File: config.mk
export PLATFORM = sky130hd
export DESIGN_NAME = ones_pattern_gen
export DESIGN_NICKNAME = d
export VERILOG_FILES = /design/src/rtl/ones_gen_pkg.sv /design/src/rtl/ones_gen_datapath.sv /design/src/rtl/ones_pattern_gen.sv
export SDC_FILE = /design/constraint.sdc
export NUM_CORES = 1
export LEC_CHECK = 0
export CAP_MARGIN = 20
export CORE_AREA = 2 2 51 65
export CTS_CLUSTER_DIAMETER = 60
export DETAILED_ROUTE_END_ITERATION = 16
export DIE_AREA = 0 0 53 67
export GPL_TIMING_DRIVEN = 0
export RECOVER_POWER = 50
export SYNTH_ARGS = -nofsm -noshare
export SYNTH_HDL_FRONTEND = slang
export SYNTH_SLANG_ARGS = --single-unit
File: constraint.sdc
create_clock -name clk -period 2.2 [get_ports clk]
set_input_delay 0.55 -clock clk [delete_from_list [all_inputs] [get_ports clk]]
set_output_delay 0.55 -clock clk [all_outputs]
set_load 0.02 [all_outputs]
File: src/rtl/ones_gen_pkg.sv
// Shared types and sizing for the ones-pattern generator.
// The generator is the inverse of the popcount bit-counter.
package ones_gen_pkg;

    typedef enum logic [1:0] {S_IDLE, S_FILL, S_ROT, S_DONE} state_t;

    localparam int W  = 8;
    localparam int CW = 4;
    localparam int RW = 3;

    // Pattern width expressed at count-input width, for saturation and error compares.
    localparam logic [CW-1:0] W_CNT = CW'(W);

endpackage

File: src/rtl/ones_gen_datapath.sv
// Shift/rotate datapath: fills ones serially into the pattern, then rotates it left.
// It holds the latched count/rotation and the over-range error flag.
module ones_gen_datapath
    import ones_gen_pkg::*;
(
    input  logic          clk,
    input  logic          reset,
    input  logic          load,
    input  logic          fill,
    input  logic          rotate,
    input  logic [CW-1:0] count,
    input  logic [RW-1:0] rot,
    output logic [W-1:0]  pattern,
    output logic          err,
    output logic          cnt_is0,
    output logic          rot_is0
);

    logic [CW-1:0] cnt_reg;
    logic [RW-1:0] rot_reg;

    function automatic logic [CW-1:0] sat_count(input logic [CW-1:0] c);
        return (c > W_CNT) ? W_CNT : c;
    endfunction

    always_ff @(posedge clk or negedge reset) begin
        if (!reset) begin
            pattern <= '0;
            cnt_reg <= '0;
            rot_reg <= '0;
            err     <= 1'b0;
        end else if (load) begin
            pattern <= '0;
            cnt_reg <= sat_count(count);
            err     <= (count > W_CNT);
            rot_reg <= rot;
        end else if (fill) begin
            pattern <= {pattern[W-2:0], 1'b1};
            cnt_reg <= cnt_reg - CW'(1);
        end else if (rotate) begin
            pattern <= {pattern[W-2:0], pattern[W-1]};
            rot_reg <= rot_reg - RW'(1);
        end
    end

    assign cnt_is0 = (cnt_reg == '0);
    assign rot_is0 = (rot_reg == '0);

endmodule

File: src/rtl/ones_pattern_gen.sv
// Controller for the ones-pattern generator: start/done handshake FSM that
// sequences load, fill and rotate steps of the datapath.
module ones_pattern_gen
    import ones_gen_pkg::*;
(
    input  logic          clk,
    input  logic          reset,
    input  logic          start,
    input  logic [CW-1:0] count,
    input  logic [RW-1:0] rot,
    output logic          busy,
    output logic          done,
    output logic          err,
    output logic [W-1:0]  pattern
);

    state_t state;
    logic   load;
    logic   fill;
    logic   rotate;
    logic   cnt_is0;
    logic   rot_is0;

    always_ff @(posedge clk or negedge reset) begin
        if (!reset) begin
            state <= S_IDLE;
        end else begin
            case (state)
                S_IDLE:  if (start)   state <= S_FILL;
                S_FILL:  if (cnt_is0) state <= S_ROT;
                S_ROT:   if (rot_is0) state <= S_DONE;
                S_DONE:  if (!start)  state <= S_IDLE;
                default: state <= S_IDLE;
            endcase
        end
    end

    // Terminal step of FILL/ROT moves on without touching data.
    assign load   = (state == S_IDLE) && start;
    assign fill   = (state == S_FILL) && !cnt_is0;
    assign rotate = (state == S_ROT)  && !rot_is0;

    assign busy = (state == S_FILL) || (state == S_ROT);
    assign done = (state == S_DONE);

    ones_gen_datapath u_datapath (
        .clk     (clk),
        .reset   (reset),
        .load    (load),
        .fill    (fill),
        .rotate  (rotate),
        .count   (count),
        .rot     (rot),
        .pattern (pattern),
        .err     (err),
        .cnt_is0 (cnt_is0),
        .rot_is0 (rot_is0)
    );

endmodule

# [Yosys cells after proc, flatten, opt, wreduce, memory -nomap -nowiden]
# Index checks and enable logic that the tools add are counted.
# W data, S select, Z words.
[word_totals] reg_bits=18 input_bits=10 out_inout_bits=11 wordCells=44
[classes] add_sub_neg=2 magnitude_cmp=1 n_eq_ne=8 muxes=14 reduce_logical=14
[op_table] operator="$mux W8" n=3
[op_table] operator="$mux W4" n=3
[op_table] operator="$ne A2 B2 Y1 const B" n=5
[op_table] operator="$mux W3" n=3
[op_table] operator="$mux W2" n=4
[op_table] operator="$pmux W2 S4" n=1
[op_table] operator="$eq A2 B2 Y1 const B" n=2
[op_table] operator="$gt A4 B4 Y1 const B" n=1
[op_table] operator="$logic_not A4 Y1" n=1
[op_table] operator="$reduce_and A4 Y1" n=1
[op_table] operator="$reduce_bool A2 Y1" n=2
[op_table] operator="$sub A4 B1 Y4 const B" n=1
[op_table] operator="$logic_and A1 B1 Y1" n=3
[op_table] operator="$logic_not A3 Y1" n=1
[op_table] operator="$reduce_bool A3 Y1" n=1
[op_table] operator="$sub A3 B1 Y3 const B" n=1
[op_table] operator="$eq A2 B1 Y1 const B" n=1
[op_table] operator="$logic_not A1 Y1" n=2
[op_table] operator="$logic_not A2 Y1" n=1
[op_table] operator="$reduce_and A2 Y1" n=1
[op_table] operator="$logic_or A1 B1 Y1" n=1

# [Depth between registers and ports, before layout]
[logic_depth] depth_word=6 depth_mapped=7 mapped_depth_nobuf=7

# [By module]
# A second synthesis with hierarchy kept.
[hier_totals] cells_unflattened=97 hier_area_um2=1004.7
[by_module_without_submodules] module="ones_gen_datapath" instances=1 cells_per_inst=80 area_per_inst_um2=812.0 seq_area_each_um2=400.4
[by_module_without_submodules] module="ones_pattern_gen" instances=1 cells_per_inst=17 area_per_inst_um2=192.7 seq_area_each_um2=50.0

# [Worst setup path after synthesis]
# No wires, ideal clock.
[synth_timing] kind="register to register" startpoint="register u_datapath.cnt_reg[0]" endpoint="register state[1]" setup_time_ns=0.125 t_arrival_ns=1.790 required_ns=2.075 slack_ns=0.285 stages_incl_launch_ff=7 path_buffers=0 synth_period_minus_slack_ns=1.915 cell_sequence="dfrtp_1 -> inv_1 -> ha_1 -> or3b_4 -> a21oi_4 -> and2_4 -> mux2_4"
[synth_via] elab_chain_len=3
[synth_rtl] element="start: declaration" line="ones_gen_datapath.sv:19" text="logic [CW-1:0] cnt_reg;"
[synth_rtl] element="start signal: assignment" line="ones_gen_datapath.sv:34" text="cnt_reg <= sat_count(count);"
[synth_rtl] element="start signal: assignment" line="ones_gen_datapath.sv:39" text="cnt_reg <= cnt_reg - CW'(1);"
[synth_rtl] element="$logic_not A4 Y1" line="ones_gen_datapath.sv:46" text="assign cnt_is0 = (cnt_reg == '0);"
[synth_rtl] element="$ne A2 B2 Y1 (no source line)"
[synth_rtl] element="$reduce_and A4 Y1 (no source line)"
[synth_rtl] element="end signal: assignment" line="ones_pattern_gen.sv:26" text="state <= S_IDLE;"
[synth_rtl] element="end signal: assignment" line="ones_pattern_gen.sv:29" text="S_IDLE: if (start) state <= S_FILL;"
[synth_rtl] element="end signal: assignment" line="ones_pattern_gen.sv:30" text="S_FILL: if (cnt_is0) state <= S_ROT;"
[synth_rtl] element="end: declaration" line="ones_pattern_gen.sv:17" text="state_t state;"
# Every way passes these cells.
# A chain may end at the register's enable or synchronous reset.

# [Final worst setup path]
# Ends and elaborated chain as after synthesis.

==> flow_summary.toml <==
[timing]
final-hold-violation-count = 0
post-route-min-period_ns = 2.08
slew_viol_final = 0
worst_clock_skew_ns = 0.00445
setup_slack_ns = 0.118
fmax_mhz = 480
setup_violations = 0
worst_slew_pin_slew_ns = 0.830
relSlewSlack = 0.445
rsz0062_at_grt = "no"
finalCritPeriodShare = 0.946

[synth]
synth_warnings = 0
synth_cells = 96
synthAdderAreaFrac = 0.102
synth_compound_area_frac = 0.0969
yosysSeqAreaShare = 0.459
synth-seq-cells = 18
syn_area_um2 = 981
synth_fp_nets = 114
synth_xor_area_frac = 0.0268
synthSimpleGateAreaFrac = 0.159
yosysUniqueCellTypes = 23
syn_area_per_cell_um2 = 10.2
synthMuxAreaShare = 0.117
synth_top_family_by_area = "simple AND/OR/NAND/NOR gates"

[final_layout]
largest_reg_flops = 8
final_cells = 156
nNetsFinal = 139
antennaDiodeCount = 0
layout-drive-gt1-share = 0.0583
area_growth_pct = 28.3

[routing]
ant_nets = 0
num_vias = 763
route.detailed.drc = 0
avgViaCountPerCell = 4.89
dr.pass1.iters = 3
routed_wirelength_um = 1910
wl_per_cell_um = 12.3
drt_iter0_drc = 9

[power_and_ir_drop]
powerDensity_mw_per_mm2 = 1510
vdd_drop_max_uv = 785
leakagePower_uw = 0.000596
power_uw = 1910

[clock_network]
numClockSinks = 18
clk_pin_slew_ns = 0.11
postCtsHoldBufs = 0
postCtsSetupRepairBufs = 0
cts-buffers-inserted = 3
cts_tree = "built"
clock_path_buffers = 2
clockRootBuffer = "clkbuf_4"
clkLatencyLatePin_ns = 0.29
htreeDepth = 1

[grt]
grt_usage = 0.127
grt_max_degree = 19
overflow = 0
grt_pass1_vias = 809
grt_antenna_before_repair = 0
grt_pass1_wl_um = 3370

[floorplanning]
core_area_mm2 = 0.00289
die-width_um = 53
dieArea_mm2 = 0.00355
pin_count = 21
initial_core_util = 0.339
die_h_um = 67
rows = 22

[place]
pre_cts_slack_ns = -0.00910
dp_hpwl_um = 1480
dp_cells = 152
portBuffers = 20
gp_congestion = 0.748

[critical_path]
critPathArrivalTime_ns = 2.28
r2r_start = "u_datapath.cnt_reg[0]"
rr_worst_depth = 6
r2r_slack_ns = 0.12
reg2reg_to = "state[1]"
criticalPathCategory = "reg2reg"
startpoint = "u_datapath.cnt_reg[0]"
end_kind = "flip-flop"
critPathRequiredTime_ns = 2.39
crit_path_start_kind = "flip-flop"
cp_max_fo = 8
endpoint = "state[1]"

[run]
maxCapViolations = 0

[worst_hold_path]
hp-class = "reg2reg"

[run_status]
outcome = "finished, final reports clean"
==> power breakdown <==
group | internal, uW | switching (uW) | total [uW]
Combinational | 527 | 572 | 1100
Clock | 101 | 107 | 207
Sequential | 487 | 114 | 600
==> cell usage in the layout (no fill, tap or decap) <==
cell / count
dfrtp_1: 18
clkdlybuf4s50_1: 17
nor2_1: 11
mux2i_1: 10
inv_1: 8
nand2_1: 8
ha_1: 8
a21oi_1: 6
o21ai_0: 5
nand3b_1: 3
clkbuf_4: 3
nor3b_1: 2
o21a_1: 2
nor3_1: 2
clkbuf_1: 2
xnor2_1: 2
dlygate4sd3_1: 2
nor2b_1: 1
or3b_1: 1
a21oi_4: 1
and2_4: 1
mux2_4: 1
nand3_1: 1
xor2_1: 1
and2_0: 1
o311ai_0: 1
clkbuf_8: 1
dlygate4sd2_1: 1
==> Yosys cell counts (all sizes together) <==
cell type,instances,area [um^2]
a21oi,7,46.3
and2,2,15.0
clkbuf,2,7.51
dfrtp,18,450
ha,8,100
inv,8,30.0
mux2,1,15.0
mux2i,10,100
nand2,8,30.0
nand3,1,5.00
nand3b,3,22.5
nor2,11,41.3
nor2b,1,6.26
nor3,2,10.0
nor3b,2,15.0
o21a,2,15.0
o21ai,5,25.0
o311ai,1,8.76
or3b,1,11.3
xnor2,2,17.5
xor2,1,8.76
==> kinds of logic after synthesis <==
family,after synthesis
simple gates,31
flops,18
compound gates,15
mux,11
buf+inv,10
fa+ha+maj,8
xor+xnor,3
==> metal layers <==
metal,up-vias,part of all wire,GRT usage
met5,-,0,0
met4,0,0.013,0.0481
met3,4,0.029,0.0157
met2,13,0.52,0.231
met1,378,0.44,0.147
li1,368,-,-
==> critical path, stage by stage, from the launching register on <==
cell and delay, ns:
dfrtp_1 0.40, inv_1 0.10, ha_1 0.18, or3b_1 0.43
a21oi_4 0.36, and2_4 0.23, mux2_4 0.29
==> worst min path at each step <==
stage / startpoint / endpoint / depth (start not counted) / slack [ns]
detailed placement: u_datapath.err / u_datapath.err / 2 / 0.48
global route: u_datapath.err / u_datapath.err / 2 / 0.54
finish: u_datapath.err / u_datapath.err / 2 / 0.48
CTS: u_datapath.err / u_datapath.err / 2 / 0.50
floorplan: reset / state[0] / 0 / 0.25
global placement: u_datapath.err / u_datapath.err / 2 / 0.47
==> area by class of cell <==
class                   count  area [um^2]
plain buffers               2         7.51
clock buffers               4         36.3
fillers                   290         1630
inverters                   8         30.0
multi-input cells          68          490
flip-flops and latches     18          450
well taps                  36         45.0
repair buffers             20          199
==> stage by stage <==
step	instance area (um^2)	TNS (ns)	utilization	hold WS, ns
CTS	1260	0	0.436	0.504
floorplan	981	0	-	0.254
global route	1260	0	0.435	0.540
detailed placement	1230	-0.00910	0.424	0.480
global placement	1230	0	0.424	0.474
finish	1260	0	0.435	0.485
==> what timing repair did <==
action | in CTS | in global routing
endpoints found under the hold margin | 0 | 0
gates resized for setup | 1 | 0
setup endpoints to repair | 1 | 0
Note: power is estimated with default switching activity, not from simulation.
